`src/rtl/reg_write_arbiter.sv`:
```
// ---------------------------------------------------------------------------
// reg_write_arbiter
// Round-robin arbiter sharing the single write port of the register bank
// among N_REQ requesters. At most one requester is granted per cycle; its
// address/data are registered onto the bank write port and a one-cycle
// grant is returned as acknowledgment. A requester that raises req_lock
// together with req may keep the port for up to MAX_BURST back-to-back
// writes.
//
// State | meaning
// ------+-------------------------------------------------------------
// IDLE  | nothing granted last cycle
// GRANT | one unlocked write granted last cycle
// LOCKED| r_owner holds the port for a burst (r_burst grants so far)
//
// Ports
//   clk       : clock, rising edge
//   reset     : synchronous, active-low
//   req       : per-requester write request
//   req_lock  : per-requester burst-lock request (qualified by req)
//   req_addr  : packed addresses, requester i at [i*ADDR_W +: ADDR_W]
//   req_data  : packed data, requester i at [i*WIDTH +: WIDTH]
//   grant     : one-hot acknowledgment, registered
//   wr_en     : bank write enable
//   wr_addr   : bank write address (holds when nothing granted)
//   wr_data   : bank write data (holds when nothing granted)
//   busy      : high while in LOCKED
// ---------------------------------------------------------------------------
module reg_write_arbiter #(
    parameter int N_REQ     = 4,
    parameter int WIDTH     = 16,
    parameter int ADDR_W    = 3,
    parameter int MAX_BURST = 8
) (
    input  logic                      clk,
    input  logic                      reset,
    input  logic [N_REQ-1:0]          req,
    input  logic [N_REQ-1:0]          req_lock,
    input  logic [N_REQ*ADDR_W-1:0]   req_addr,
    input  logic [N_REQ*WIDTH-1:0]    req_data,
    output logic [N_REQ-1:0]          grant,
    output logic                      wr_en,
    output logic [ADDR_W-1:0]         wr_addr,
    output logic [WIDTH-1:0]          wr_data,
    output logic                      busy
);

    localparam int PTR_W   = $clog2(N_REQ);
    localparam int BURST_W = $clog2(MAX_BURST + 1);

    localparam logic [1:0] ST_IDLE   = 2'd0;
    localparam logic [1:0] ST_GRANT  = 2'd1;
    localparam logic [1:0] ST_LOCKED = 2'd2;

    localparam logic [PTR_W:0]     N_EXT     = (PTR_W+1)'(N_REQ);
    localparam logic [PTR_W-1:0]   P_LAST    = PTR_W'(N_REQ - 1);
    localparam logic [BURST_W-1:0] BURST_MAX = BURST_W'(MAX_BURST);

    logic [1:0]          r_state;
    logic [N_REQ-1:0]    r_grant;
    logic                r_wr_en;
    logic [ADDR_W-1:0]   r_wr_addr;
    logic [WIDTH-1:0]    r_wr_data;
    logic [PTR_W-1:0]    r_ptr;
    logic [PTR_W-1:0]    r_owner;
    logic [BURST_W-1:0]  r_burst;

    logic [N_REQ-1:0]    w_elig;
    logic [2*N_REQ-1:0]  w_dbl;
    logic [N_REQ-1:0]    w_rot;
    logic [PTR_W-1:0]    w_off;
    logic [PTR_W:0]      w_sum;
    logic [PTR_W-1:0]    w_win;
    logic                w_found;
    logic                w_lock_cont;
    logic [PTR_W-1:0]    w_sel;
    logic [ADDR_W-1:0]   w_addr_arr [N_REQ];
    logic [WIDTH-1:0]    w_data_arr [N_REQ];

    for (genvar g = 0; g < N_REQ; g++) begin : g_unpack
        assign w_addr_arr[g] = req_addr[g*ADDR_W +: ADDR_W];
        assign w_data_arr[g] = req_data[g*WIDTH +: WIDTH];
    end

    // Last cycle's grantee is masked so a still-held request is not written twice.
    assign w_elig = req & ~r_grant;

    // Rotate so bit 0 corresponds to ptr, pick the lowest set bit, rotate back.
    always_comb begin
        w_dbl   = {w_elig, w_elig};
        w_rot   = N_REQ'(w_dbl >> r_ptr);
        w_off   = '0;
        for (int k = N_REQ - 1; k >= 0; k--) begin
            if (|(w_rot & (N_REQ'(1) << k))) begin
                w_off = PTR_W'(k);
            end
        end
        w_sum   = {1'b0, r_ptr} + {1'b0, w_off};
        w_win   = (w_sum >= N_EXT) ? PTR_W'(w_sum - N_EXT) : PTR_W'(w_sum);
        w_found = |w_elig;
    end

    // The owner bypasses masking while its burst continues.
    assign w_lock_cont = (r_state == ST_LOCKED) && req[r_owner] && req_lock[r_owner]
                         && (r_burst < BURST_MAX);
    assign w_sel       = w_lock_cont ? r_owner : w_win;

    always_ff @(posedge clk) begin
        if (!reset) begin
            r_state   <= ST_IDLE;
            r_grant   <= '0;
            r_wr_en   <= 1'b0;
            r_wr_addr <= '0;
            r_wr_data <= '0;
            r_ptr     <= '0;
            r_owner   <= '0;
            r_burst   <= '0;
        end else if (w_lock_cont || w_found) begin
            r_grant   <= N_REQ'(1) << w_sel;
            r_wr_en   <= 1'b1;
            r_wr_addr <= w_addr_arr[w_sel];
            r_wr_data <= w_data_arr[w_sel];
            if (w_lock_cont) begin
                r_burst <= r_burst + BURST_W'(1);
            end else begin
                r_ptr <= (w_win == P_LAST) ? '0 : w_win + PTR_W'(1);
                if (req_lock[w_win]) begin
                    r_state <= ST_LOCKED;
                    r_owner <= w_win;
                    r_burst <= BURST_W'(1);
                end else begin
                    r_state <= ST_GRANT;
                    r_burst <= '0;
                end
            end
        end else begin
            r_state <= ST_IDLE;
            r_grant <= '0;
            r_wr_en <= 1'b0;
            r_burst <= '0;
        end
    end

    assign grant   = r_grant;
    assign wr_en   = r_wr_en;
    assign wr_addr = r_wr_addr;
    assign wr_data = r_wr_data;
    assign busy    = (r_state == ST_LOCKED);

endmodule

```
`config.mk`:
```
export PLATFORM = sky130hd
export DESIGN_NAME = reg_write_arbiter
export DESIGN_NICKNAME = d
export VERILOG_FILES = /design/src/rtl/reg_write_arbiter.sv
export SDC_FILE = /design/constraint.sdc
export NUM_CORES = 1
export LEC_CHECK = 0
export CAP_MARGIN = 30
export CELL_PAD_IN_SITES_DETAIL_PLACEMENT = 1
export CELL_PAD_IN_SITES_GLOBAL_PLACEMENT = 2
export CORE_MARGIN = 4
export CORE_UTILIZATION = 23
export CTS_BUF_LIST = sky130_fd_sc_hd__clkbuf_8
export DETAILED_ROUTE_END_ITERATION = 10
export PLACE_DENSITY_LB_ADDON = 0.1
export SYNTH_ARGS = -nofsm -noshare
export SYNTH_HDL_FRONTEND = slang
export SYNTH_SLANG_ARGS = --single-unit
```
`constraint.sdc`:
```
create_clock -name clk -period 8.9 [get_ports clk]
set_input_delay 1.78 -clock clk [delete_from_list [all_inputs] [get_ports clk]]
set_output_delay 1.78 -clock clk [all_outputs]
set_load 0.05 [all_outputs]
```
## Word level (Yosys, flattened, before mapping)

Cells that the tools add are included.

| cells by class | value |
|---|---|
| add/sub/neg operators | 4 |
| $lt $le $gt $ge | 5 |
| eq/ne operators | 2 |
| shifts and indexed selects | 2 |
| multiplexer cells | 23 |
| bitwise gates (word level) | 4 |
| reductions and logical operators | 8 |

Operator list:

| cell | count |
|---|---|
| binary-select mux 16 bit (select 2 bit) | 1 |
| 2-to-1 mux 16 bit | 2 |
| 2-to-1 mux 2 bit | 8 |
| right shift 8 x 2 -> 4 bit | 1 |
| binary-select mux 1 bit (select 2 bit) | 3 |
| binary-select mux 3 bit (select 2 bit) | 1 |
| greater-or-equal comparator 3 bit (second input constant) | 2 |
| less-than comparator 2 x 3 -> 1 bit (second input constant) | 2 |
| 2-to-1 mux 3 bit | 2 |
| 2-to-1 mux 1 bit | 5 |
| adder 4 x 1 -> 4 bit (second input constant) | 1 |
| bitwise AND 4 bit | 1 |
| equality test 2 bit (second input constant) | 2 |
| less-than comparator 4 bit (second input constant) | 1 |
| 2-to-1 mux 4 bit | 1 |
| inverter 4 bit | 1 |
| AND reduction 2 bit | 2 |
| OR reduction 4 bit | 1 |
| left shift 1 x 2 -> 4 bit (first input constant) | 1 |
| adder 2 x 2 -> 3 bit | 1 |
| logical AND 1 bit | 3 |
| inverter 2 -> 3 bit | 1 |
| AND reduction 3 bit | 1 |
| adder 2 x 1 -> 2 bit (second input constant) | 1 |
| other kinds (3) | 3 |

| storage, ports and cells | value |
|---|---|
| register bits after elaboration | 34 |
| bits of input ports | 86 |
| output and inout port bits | 25 |
| logic and storage cells | 56 |

## Depth between registers and ports, before layout

Gate-level depths: netlist of run 1.

| depth | value |
|---|---|
| depth after elaboration | 15 |
| depth in mapped cells | 14 |
| depth with buffers taken out | 12 |

## Worst setup path before layout of run 1

No wires, ideal clock.

| timing | value |
|---|---|
| path type | in2reg |
| start point | input port req[0] |
| end point | register r_state[0] |
| library setup time | 0.116 ns |
| arrival | 4.461 ns |
| data required time | 8.784 ns |
| path slack | 4.323 ns |
| stages | 12 |
| buffers on the path | 1 |
| path through | or3b_4 -> o21a_1 -> a22o_1 -> a22o_1 -> ha_1 -> nand2b_1 -> nor4_1 -> or4_4 -> or3_1 -> buf_2 -> mux2_4 -> and3_1 |

| on the way | value |
|---|---|
| cells in the longest elaborated chain, start to end | 12 |
| elaborated cells on any way between the ends | 21 |
| classes of those cells | add/sub (2); order compare (1); shift (1); mux (10); bitwise (1); reduce/logical (6) |

RTL lines:

| element | line | source |
|---|---|---|
| start, declared | 37 | `input logic [N_REQ-1:0] req,` |
| bitwise AND 4 bit | 86 | `assign w_elig = req & ~r_grant;` |
| right shift 8 x 2 -> 4 bit | 91 | `w_rot = N_REQ'(w_dbl >> r_ptr);` |
| 2-to-1 mux 2 bit (4 in a row) | 94 | `if (\|(w_rot & (N_REQ'(1) << k))) begin` |
| adder 2 x 2 -> 3 bit | 98 | `w_sum = {1'b0, r_ptr} + {1'b0, w_off};` |
| greater-or-equal comparator 3 bit or subtractor 2 x 1 -> 2 bit (tied branches) | 99 | `w_win = (w_sum >= N_EXT) ? PTR_W'(w_sum - N_EXT) : PTR_W'(w_sum);` |
| 2-to-1 mux 2 bit | 99 |  |
| binary-select mux 1 bit (select 2 bit) | 127 | `if (req_lock[w_win]) begin` |
| 2-to-1 mux 1 bit (implied by the code) | 127 |  |
| 2-to-1 mux 2 bit | 127 |  |
| end signal, assigned | 128 | `r_state <= ST_LOCKED;` |
| end signal, assigned | 132 | `r_state <= ST_GRANT;` |
| end signal, assigned | 137 | `r_state <= ST_IDLE;` |
| end, declared | 59 | `logic [1:0] r_state;` |

Several ways; a longest one is shown, not always the timed one. The select of a mux whose other input is x is not followed.
A chain may end at the register's enable or synchronous reset.

## Worst setup path in the final report of run 1

| timing | value |
|---|---|
| start point | input port req[0] |
| end point | register r_wr_data[1] (netlist: wr_data[1]) |

| on the way | value |
|---|---|
| cells in the longest elaborated chain, start to end | 14 |
| elaborated cells on any way between the ends | 22 |
| classes of those cells | add/sub (2); order compare (1); shift (1); mux (11); bitwise (2); reduce/logical (5) |

RTL lines:

| element | line | source |
|---|---|---|
| bitwise AND 4 bit | 86 |  |
| right shift 8 x 2 -> 4 bit | 91 |  |
| 2-to-1 mux 2 bit (4 in a row) | 94 |  |
| adder 2 x 2 -> 3 bit | 98 |  |
| greater-or-equal comparator 3 bit or subtractor 2 x 1 -> 2 bit (tied branches) | 99 |  |
| 2-to-1 mux 2 bit | 99 |  |
| 2-to-1 mux 2 bit | 106 | `assign w_sel = w_lock_cont ? r_owner : w_win;` |
| inverter 2 -> 3 bit (implied by the code) | 122 | `r_wr_data <= w_data_arr[w_sel];` |
| binary-select mux 16 bit (select 2 bit) | 122 |  |
| 2-to-1 mux 16 bit (implied by the code) (2 in a row) | 122 |  |
| end signal, assigned | 122 |  |
| end, declared | 63 | `logic [WIDTH-1:0] r_wr_data;` |

Several ways; a longest one is shown, not always the timed one. The select of a mux whose other input is x is not followed.

==> flow_summary_export.csv, run 1 <==
group,metric,value,unit
routing,wl_met2,3.881,mm
clocking,clockBufferDepth,2,
yosys,syn-cell-area,2086,um2
setup_path,cp.required,9.05,ns
finish,nFillCells,1044,
floorplan,fp.dieH,103.2,um
routing,wl_met3,616,um
timing,fmax,186.5,MHz
timing,rsz0062_at_grt,"no",
routing,top_layer,"met4",
routing,wirelength_met1,3.408,mm
yosys,ys_warn_count,0,
timing,fin_skew,0.003859,ns
setup_path,cp-end-kind,"flop",
finish,multi_input_area,1325,um2
setup_path,r2r_slack,5.08,ns
clocking,root_buffer,"clkbuf_8",
clocking,clk_pin_slew_worst_paths,0.08,ns
timing,hold_viol,0,
yosys,synth.net_count,334,
finish,antenna_cells,0,
yosys,synth_edf_count,0,
finish,syn2layout_area_growth,62.15,%
hold_path,hold_class,"reg2reg",
finish,register_area,680.7,um2
placement,io_buffer_count,110,
routing,drcViolationCount,0,
floorplan,die_area,10660,um2
timing,max_slew_margin,0.3866,
clocking,numClockSinks,34,
clocking,postCtsSetupRepairBufs,0,
routing,first_pass_iters,4,
placement,place_area,3291,um2
yosys,ys_seq_elements,34,
routing,wirelength,8.016,mm
power,power,1.196,mW
setup_path,critPathCapture,"wr_data[1]$_SDFFE_PN0N_",
floorplan,start_util,0.2380,
global_route,grt_antenna_before_repair,0,
placement,hpwl,6.149,mm
floorplan,rows,34,
yosys,ys_seq_area_frac,0.3263,
yosys,syn_area_per_cell,8.479,um2
finish,nets,440,
placement,gp_congestion,0.7654,
routing,wire_per_inst,17.39,um
timing,fin_crit_sh,0.6025,
global_route,grt_max_degree,29,
floorplan,ioPinCount,111,
placement,dp_cells,453,
power,cellLeakagePower,1.322,nW
power,vdd_drop_max,0.0001646,V
clocking,clkLatencyLatePin,0.29,ns
global_route,grt_pass1_vias,2500,
finish,layout_commonest_cell,"clkdlybuf4s50_1",
yosys,ys.flop_type,"dfxtp_1",
setup_path,path_class,"in2reg",
routing,viasPerCell,5.048,
floorplan,core-area,8763,um2
setup_path,rr_startpoint,"r_ptr[0]$_SDFFE_PN0P_",
routing,vias,2327,
timing,period_needed,5.362,ns
routing,detail-route-antenna-nets,0,
timing,drv_slew,0,
timing,setup_tns,0,ns
setup_path,arrival,5.52,ns
run,drv_cap,0,
floorplan,die_w,103.2,um
finish,fin_cells,461,
finish,layout_common_cells,"clkdlybuf4s50_1 (110), dfxtp_1 (34), nand3_1 (20), nand2_1 (20), mux2i_1 (20)",
setup_path,r2r-end,"wr_data[1]$_SDFFE_PN0N_",
setup_path,critPathLaunch,"req[0]",
clocking,cts_inserted_buffers,5,
finish,drive_above_1_share,0.05382,
clocking,post_cts_resize_count,0,
clocking,ctsHoldBuffers,0,
setup_path,start_kind,"input pin",
routing,drt_iter0_drc,105,
timing,tightest_slew,0.9201,ns
clocking,cts_tree,"built",
global_route,grt_usage,0.1533,
global_route,grt_overflow,0,
finish,finalInstanceArea,3382,um2
yosys,synthDistinctLibCells,48,
timing,setup_viol,0,
yosys,ys_async_sr_fraction,0,
power,p_per_area,353.5,nW/um2
outcome,status,"complete, no violations",
finish,utilization,0.3859,
setup_path,reg2reg_depth,12,
yosys,synth_cells,246,
setup_path,crit_fanout,22,
clocking,htreeDepth,2,
global_route,grt_pass1_wl,12.61,mm
-- worst min path at each step --
| stage | startpoint | endpoint | slack [ns] | cells past startpoint |
|---|---|---|---|---|
| 2_1_floorplan | r_burst[1]$_SDFF_PN0_ | r_burst[3]$_SDFF_PN0_ | 0.44 | 2 |
| 3_3_place_gp | wr_data[13]$_SDFFE_PN0N_ | wr_data[13]$_SDFFE_PN0N_ | 0.44 | 2 |
| 3_5_place_dp | wr_data[13]$_SDFFE_PN0N_ | wr_data[13]$_SDFFE_PN0N_ | 0.45 | 2 |
| 4_1_cts | wr_data[13]$_SDFFE_PN0N_ | wr_data[13]$_SDFFE_PN0N_ | 0.46 | 2 |
| 5_1_grt | r_burst[1]$_SDFF_PN0_ | r_burst[3]$_SDFF_PN0_ | 0.51 | 2 |
| 6_report | wr_data[13]$_SDFFE_PN0N_ | wr_data[13]$_SDFFE_PN0N_ | 0.46 | 2 |
-- logic make-up (layout without fill, tap and decap cells) --
| kind of cell | count (synthesis) | in the layout | share of synthesized area |
|---|---|---|---|
| and+or+nand+nor | 103 | 103 | 0.2676 |
| xor gates and xnor gates | 2 | 2 | 0.008400 |
| DFF | 34 | 34 | 0.3263 |
| muxes | 21 | 21 | 0.1032 |
| AOI/OAI and AO/OA | 64 | 64 | 0.2406 |
| adders and majority gates | 2 | 2 | 0.01200 |
| buffers and inverters | 20 | 127 | 0.04198 |
-- registers in the layout, indices dropped and copies added, names as in the netlist --
register	count
wr_addr	3
wr_en	1
r_ptr	2
grant	4
r_owner	2
r_burst	4
r_state	2
wr_data	16
-- cells in the mapped netlist, types with 2 or more instances --
library cell  number  area share
dfxtp_1           34        0.33
mux2i_1           20       0.096
nand2_1           20       0.036
nand3_1           20       0.048
and3_1            15       0.045
nand4_1           13       0.039
nor2_1            13       0.023
clkbuf_1          12       0.022
a21boi_0          11       0.040
o211ai_1          10       0.036
o221ai_1           8       0.034
a32oi_1            7       0.029
nand2b_1           6       0.018
o21ai_0            6       0.014
a21oi_1            5       0.012
inv_1              4      0.0072
nand3b_1           3       0.011
nor3_1             3      0.0072
a22o_1             2      0.0084
a311oi_1           2      0.0084
ha_1               2       0.012
nor2b_1            2      0.0060
o21a_1             2      0.0072
xnor2_1            2      0.0084
-- per-layer routing --
layer  up-vias  global-route usage
li1       1162                   -
met1      1088              0.1871
met2        68              0.2570
met3         9             0.05500
met4         0             0.03884
met5         -                   0
-- final cells by class --
class	instances	area share
Multi-Input combinational cell	192	0.3918
Clock buffer	6	0.02442
Tap cell	108	0.03996
Sequential cell	34	0.2013
Clock inverter	2	0.002590
Inverter	5	0.005549
Timing Repair Buffer	114	0.3344
-- power breakdown --
part           switching, mW  total (mW)  internal, mW
clock                 0.0616       0.123        0.0614
combinational          0.502       0.831         0.328
sequential            0.0349       0.242         0.207
-- critical path: stages --
cell	delay (ns)
clkdlybuf4s50_1	0.52
or3b_4	0.41
o21a_1	0.13
a22o_1	0.20
a22o_1	0.23
ha_1	0.22
nand2b_1	0.11
nor4_1	0.06
or4_4	0.55
o41a_1	0.67
nand2_1	0.46
o221ai_1	0.18
-- through the flow --
| stage | hold WS, ns | setup slack, ns |
|---|---|---|
| after floorplan | 0.4388 | 4.323 |
| after global placement | 0.4375 | 3.323 |
| after detailed placement | 0.4469 | 3.223 |
| after CTS | 0.4599 | 3.527 |
| after global routing | 0.5057 | 3.315 |
| final | 0.4552 | 3.538 |
Power figures use the tool's default switching activity.
==> run 2: changes to the inputs <==
--- a/config.mk
+++ b/config.mk
@@ -9,7 +9,7 @@
 export CELL_PAD_IN_SITES_DETAIL_PLACEMENT = 1
 export CELL_PAD_IN_SITES_GLOBAL_PLACEMENT = 2
 export CORE_MARGIN = 4
-export CORE_UTILIZATION = 23
+export CORE_UTILIZATION = 20
 export CTS_BUF_LIST = sky130_fd_sc_hd__clkbuf_8
 export DETAILED_ROUTE_END_ITERATION = 10
 export PLACE_DENSITY_LB_ADDON = 0.1
==> constraint.sdc (replaced) <==
create_clock -name clk -period 4.55 [get_ports clk]
set_input_delay 0.91 -clock clk [delete_from_list [all_inputs] [get_ports clk]]
set_output_delay 0.91 -clock clk [all_outputs]
set_load 0.05 [all_outputs]
==> flow_summary_export.csv, run 2 (same netlist as run 1, synthesis figures left out) <==
group,metric,value,unit
timing,period_needed,4.167,ns
finish,nets,446,
setup_path,cp.required,4.75,ns
timing,fin_crit_sh,0.9158,
routing,first_pass_iters,4,
timing,hold_viol,0,
floorplan,die_area,12130,um2
clocking,post_cts_resize_count,0,
floorplan,rows,37,
hold_path,min_path_cells,2,
setup_path,r2r_slack,1.08,ns
floorplan,fp.dieH,110.1,um
finish,antenna_cells,0,
outcome,status,"complete, no violations",
global_route,grt_max_degree,29,
setup_path,cpPeakStageDelay,0.55,ns
timing,setup_tns,0,ns
setup_path,start_kind,"input pin",
clocking,root_buffer,"clkbuf_8",
setup_path,arrival,4.37,ns
clocking,clockBufferDepth,2,
routing,wire_per_inst,16.90,um
timing,rsz0062_at_grt,"no",
hold_path,hold_path_end,"wr_data[1]$_SDFFE_PN0N_",
hold_path,min_from,"wr_data[1]$_SDFFE_PN0N_",
routing,drt_iter0_drc,47,
global_route,grt_usage,0.1366,
power,vdd_drop_max,0.0003066,V
global_route,grt_pass1_wl,12.90,mm
global_route,grt_antenna_before_repair,0,
setup_path,r2r-end,"wr_data[6]$_SDFFE_PN0N_",
setup_path,crit_fanout,10,
setup_path,crit_chain,"clkdlybuf4s50_1 -> or3b_4 -> o21a_1 -> a22o_1 -> a22o_1 -> ha_1 -> nand2b_1 -> nor4_1 -> or4_4 -> o41ai_2 -> nand2_1 -> o221ai_1",
finish,layout_commonest_cell,"clkdlybuf4s50_1",
finish,finalInstanceArea,3462,um2
clocking,ctsHoldBuffers,0,
placement,hpwl,6.552,mm
placement,gp_congestion,0.7416,
clocking,postCtsSetupRepairBufs,0,
setup_path,crit_top_cell,"a22o_1",
run,drv_cap,0,
clocking,cts_tree,"built",
routing,wirelength,8.367,mm
global_route,grt_pass1_vias,2420,
timing,fmax,240.0,MHz
placement,place_area,3371,um2
clocking,clk_pin_slew_worst_paths,0.08,ns
clocking,htreeDepth,2,
clocking,numClockSinks,34,
timing,setup_viol,0,
setup_path,reg2reg_depth,12,
power,cellLeakagePower,1.350,nW
timing,tightest_slew,0.9246,ns
clocking,clkLatencyLatePin,0.29,ns
floorplan,ioPinCount,111,
routing,drcViolationCount,0,
finish,syn2layout_area_growth,65.99,%
floorplan,core-area,10230,um2
power,p_per_area,695.3,nW/um2
finish,drive_above_1_share,0.06964,
placement,io_buffer_count,110,
floorplan,start_util,0.2039,
setup_path,cp-end-kind,"flop",
setup_path,rr_startpoint,"r_ptr[0]$_SDFFE_PN0P_",
floorplan,die_w,110.1,um
setup_path,critPathSlowestCell,"or4_4",
global_route,grt_overflow,0,
hold_path,hold_class,"reg2reg",
routing,viasPerCell,4.729,
routing,vias,2341,
finish,layout_common_cells,"clkdlybuf4s50_1 (110), dfxtp_1 (34), nand3_1 (20), nand2_1 (20), mux2i_1 (20)",
clocking,cts_inserted_buffers,5,
timing,max_slew_margin,0.3821,
routing,detail-route-antenna-nets,0,
timing,fin_skew,0.007405,ns
setup_path,path_class,"in2reg",
finish,largest_register_ffs,16,
timing,drv_slew,0,
timing,fin_hold_ws,0.4606,ns
[run 2: through the flow]
step	util	instances	worst slack, ns	power (mW)
final	0.3384	495	0.3830	2.407
after global routing	0.3384	495	0.1269	2.621
after CTS	0.3384	495	0.3829	2.449
after detailed placement	0.3295	487	0.07170	2.199
after global placement	0.3295	487	0.2026	2.187
after floorplan	-	246	0.8432	1.648
[run 2: layout make-up]
cell class | count | area (um2)
timing repair buffer | 120 | 1176
sequential | 34 | 680.7
clock inverter | 2 | 8.758
inverter | 5 | 18.77
tap | 136 | 170.2
multi-input combinational | 192 | 1325
clock buffer | 6 | 82.58
fill | 1207 | 6769
[run 2: worst max-delay path, delay by kind of cell]
family                     cells  cell delay (ns)
and+or+nand+nor                5             1.47
AOI/OAI and AO/OA              5             1.25
buffers and inverters          1             0.52
adders and majority gates      1             0.22
[run 2: worst max path at each step]
stage                     depth (start not counted)  slack, ns    from                       to
after detailed placement                         12       0.07  req[0]  wr_data[6]$_SDFFE_PN0N_
after floorplan                                  12       0.84  req[0]  r_state[0]$_SDFFE_PN0N_
after CTS                                        12       0.38  req[0]  wr_data[6]$_SDFFE_PN0N_
after global routing                             12       0.13  req[0]  wr_addr[0]$_SDFFE_PN0N_
final                                            12       0.38  req[0]  wr_data[6]$_SDFFE_PN0N_
after global placement                           12       0.20  req[0]  r_state[0]$_SDFFE_PN0N_
[run 2: power by group]
group | leakage (nW) | switching, mW | internal (mW)
Sequential | 0.281 | 0.0698 | 0.405
Clock | 0.0524 | 0.118 | 0.120
Combinational | 1.02 | 1.00 | 0.690
[run 2: metal layers]
layer  part of all wire  global-route usage  wire, um  vias to the layer above
met5                  0                   0         0                        -
met4             0.0063             0.02990        53                        0
met3              0.086             0.05475       721                        4
met2               0.48              0.2249      4037                       68
met1               0.42              0.1679      3555                     1095
li1                   -                   -         -                     1174
==> run 3: changes to the inputs <==
--- a/config.mk
+++ b/config.mk
@@ -5,11 +5,10 @@
 export SDC_FILE = /design/constraint.sdc
 export NUM_CORES = 1
 export LEC_CHECK = 0
-export CAP_MARGIN = 30
 export CELL_PAD_IN_SITES_DETAIL_PLACEMENT = 1
 export CELL_PAD_IN_SITES_GLOBAL_PLACEMENT = 2
 export CORE_MARGIN = 4
-export CORE_UTILIZATION = 20
+export CORE_UTILIZATION = 23
 export CTS_BUF_LIST = sky130_fd_sc_hd__clkbuf_8
 export DETAILED_ROUTE_END_ITERATION = 10
 export PLACE_DENSITY_LB_ADDON = 0.1
==> constraint.sdc (replaced) <==
create_clock -name clk -period 5.2 [get_ports clk]
set_input_delay 1.04 -clock clk [delete_from_list [all_inputs] [get_ports clk]]
set_output_delay 1.04 -clock clk [all_outputs]
set_load 0.05 [all_outputs]
==> flow_summary_export.csv, run 3 (same netlist as run 1, synthesis figures left out) <==
group,metric,value,unit
clocking,htreeDepth,2,
placement,io_buffer_count,110,
timing,max_slew_margin,0.4751,
timing,drv_slew,0,
clocking,ctsHoldBuffers,0,
setup_path,r2r_slack,1.81,ns
finish,utilization,0.3902,
global_route,grt_pass1_wl,12.48,mm
power,swShare,0.4934,
setup_path,path_depth,13,
setup_path,crit_fanout,12,
placement,dp_slack,0.6814,ns
routing,wire_per_inst,17.33,um
finish,nets,445,
setup_path,path_delay_family,"simple AND/OR/NAND/NOR gates",
placement,hpwl,6.276,mm
clocking,clkLatencyLatePin,0.29,ns
routing,detail-route-antenna-nets,0,
setup_path,r2r-end,"wr_data[6]$_SDFFE_PN0N_",
power,p_per_area,609.7,nW/um2
finish,drive_above_1_share,0.06704,
setup_path,cp-end-kind,"flop",
finish,nFillCells,1063,
finish,syn2layout_area_growth,63.95,%
power,vdd_drop_max,0.0002119,V
run,drv_cap,0,
hold_path,hold_class,"reg2reg",
routing,vias,2338,
floorplan,ioPinCount,111,
setup_path,start_kind,"input pin",
routing,first_pass_iters,4,
finish,largest_register_ffs,16,
global_route,grt_overflow,0,
timing,fin_crit_sh,0.8093,
timing,tightest_slew,0.7820,ns
clocking,numClockSinks,34,
setup_path,rr_startpoint,"r_ptr[0]$_SDFFE_PN0P_",
hold_path,min_path_cells,2,
clocking,root_buffer,"clkbuf_8",
clocking,postCtsSetupRepairBufs,0,
floorplan,die_area,10660,um2
global_route,grt_max_degree,26,
global_route,grt_pass1_vias,2514,
finish,antenna_cells,0,
global_route,grt_antenna_before_repair,0,
floorplan,core-area,8763,um2
setup_path,critPathSlowestCell,"or4_4",
finish,register_area,680.7,um2
global_route,grt_usage,0.1514,
setup_path,path_class,"in2reg",
floorplan,fp.dieH,103.2,um
timing,worst_slack,0.9917,ns
outcome,status,"complete, no violations",
timing,fmax,237.6,MHz
clocking,clockBufferDepth,2,
hold_path,hold_path_end,"wr_data[13]$_SDFFE_PN0N_",
setup_path,path_buf_inv,2,
power,cellLeakagePower,1.345,nW
timing,period_needed,4.208,ns
setup_path,crit_chain,"clkdlybuf4s50_1 -> or3b_4 -> o21a_1 -> a22o_1 -> a22o_1 -> ha_1 -> nand2b_1 -> nor4_1 -> or4_4 -> o41ai_2 -> buf_4 -> nand2_1 -> o221ai_1",
routing,viasPerCell,5.017,
clocking,post_cts_resize_count,0,
setup_path,crit_top_cell,"a22o_1",
setup_path,cpPeakStageDelay,0.54,ns
routing,drt_iter0_drc,51,
timing,rsz0062_at_grt,"no",
routing,wirelength,8.075,mm
finish,multi_input_area,1325,um2
power,clockPowerShare,0.100,
floorplan,die_w,103.2,um
power,internal_power,1.056,mW
setup_path,cp.required,5.40,ns
routing,drcViolationCount,0,
power,combPwrFrac,0.701,
power,switching_power,1.029,mW
timing,setup_tns,0,ns
clocking,clk_pin_slew_worst_paths,0.07,ns
finish,layout_commonest_cell,"clkdlybuf4s50_1",
power,power_frac_seq,0.199,
timing,setup_viol,0,
floorplan,rows,34,
hold_path,min_from,"wr_data[13]$_SDFFE_PN0N_",
clocking,cts_inserted_buffers,5,
finish,layout_common_cells,"clkdlybuf4s50_1 (110), dfxtp_1 (34), nand3_1 (20), nand2_1 (20), mux2i_1 (20)",
clocking,cts_tree,"built",
timing,hold_viol,0,
floorplan,start_util,0.2380,
setup_path,reg2reg_depth,12,
setup_path,arrival,4.41,ns
timing,fin_skew,0.009358,ns
placement,gp_congestion,0.7794,
-- run 3: cell count changes in the layout (fill, tap and decap cells not counted) --
cell,before,now
buf_4,10,9
-- run 3: cell type report --
class / instances / share of cell area
multi-input combinational: 192 / 0.3875
inverter: 5 / 0.005488
tap: 108 / 0.03952
clock buffer: 6 / 0.02415
clock inverter: 2 / 0.002561
timing repair buffer: 119 / 0.3417
sequential: 34 / 0.1990
-- run 3: tightest hold or removal path, stage by stage, from the launching register on --
cell     delay (ns)
dfxtp_1        0.33
nand2_1        0.05
nand4_1        0.05
-- run 3: through the flow --
step	area (um2)	hold slack [ns]	std cells	total power, mW
2_1_floorplan	2086	0.4388	246	1.442
3_5_place_dp	3328	0.4540	458	1.896
6_report	3420	0.4596	466	2.085
4_1_cts	3420	0.4664	466	2.115
5_1_grt	3420	0.4891	466	2.258
3_3_place_gp	3328	0.4432	458	1.892
-- run 3: how the worst max path moves through the flow --
stage,to,startpoint,slack [ns]
2_1_floorplan,r_state[0]$_SDFFE_PN0N_,req[0],1.36
3_3_place_gp,r_state[0]$_SDFFE_PN0N_,req[0],0.75
3_5_place_dp,wr_addr[1]$_SDFFE_PN0N_,req[0],0.68
4_1_cts,wr_data[6]$_SDFFE_PN0N_,req[0],0.96
5_1_grt,wr_addr[0]$_SDFFE_PN0N_,req[0],0.76
6_report,wr_data[6]$_SDFFE_PN0N_,req[0],0.99
-- run 3: metal layers --
metal	wire length [um]	track usage	vias up
met3	606	0.05366	9
met4	110	0.04084	0
met2	3953	0.2565	63
met5	0	0	-
met1	3404	0.1819	1095
li1	-	-	1171
-- run 3: power by group through the flow --
stage	registers (mW)	logic (mW)	clock network, mW
2_1_floorplan	0.621	0.821	0
3_3_place_gp	0.420	1.47	0
3_5_place_dp	0.420	1.48	0
4_1_cts	0.416	1.48	0.216
5_1_grt	0.427	1.60	0.230
6_report	0.415	1.46	0.209
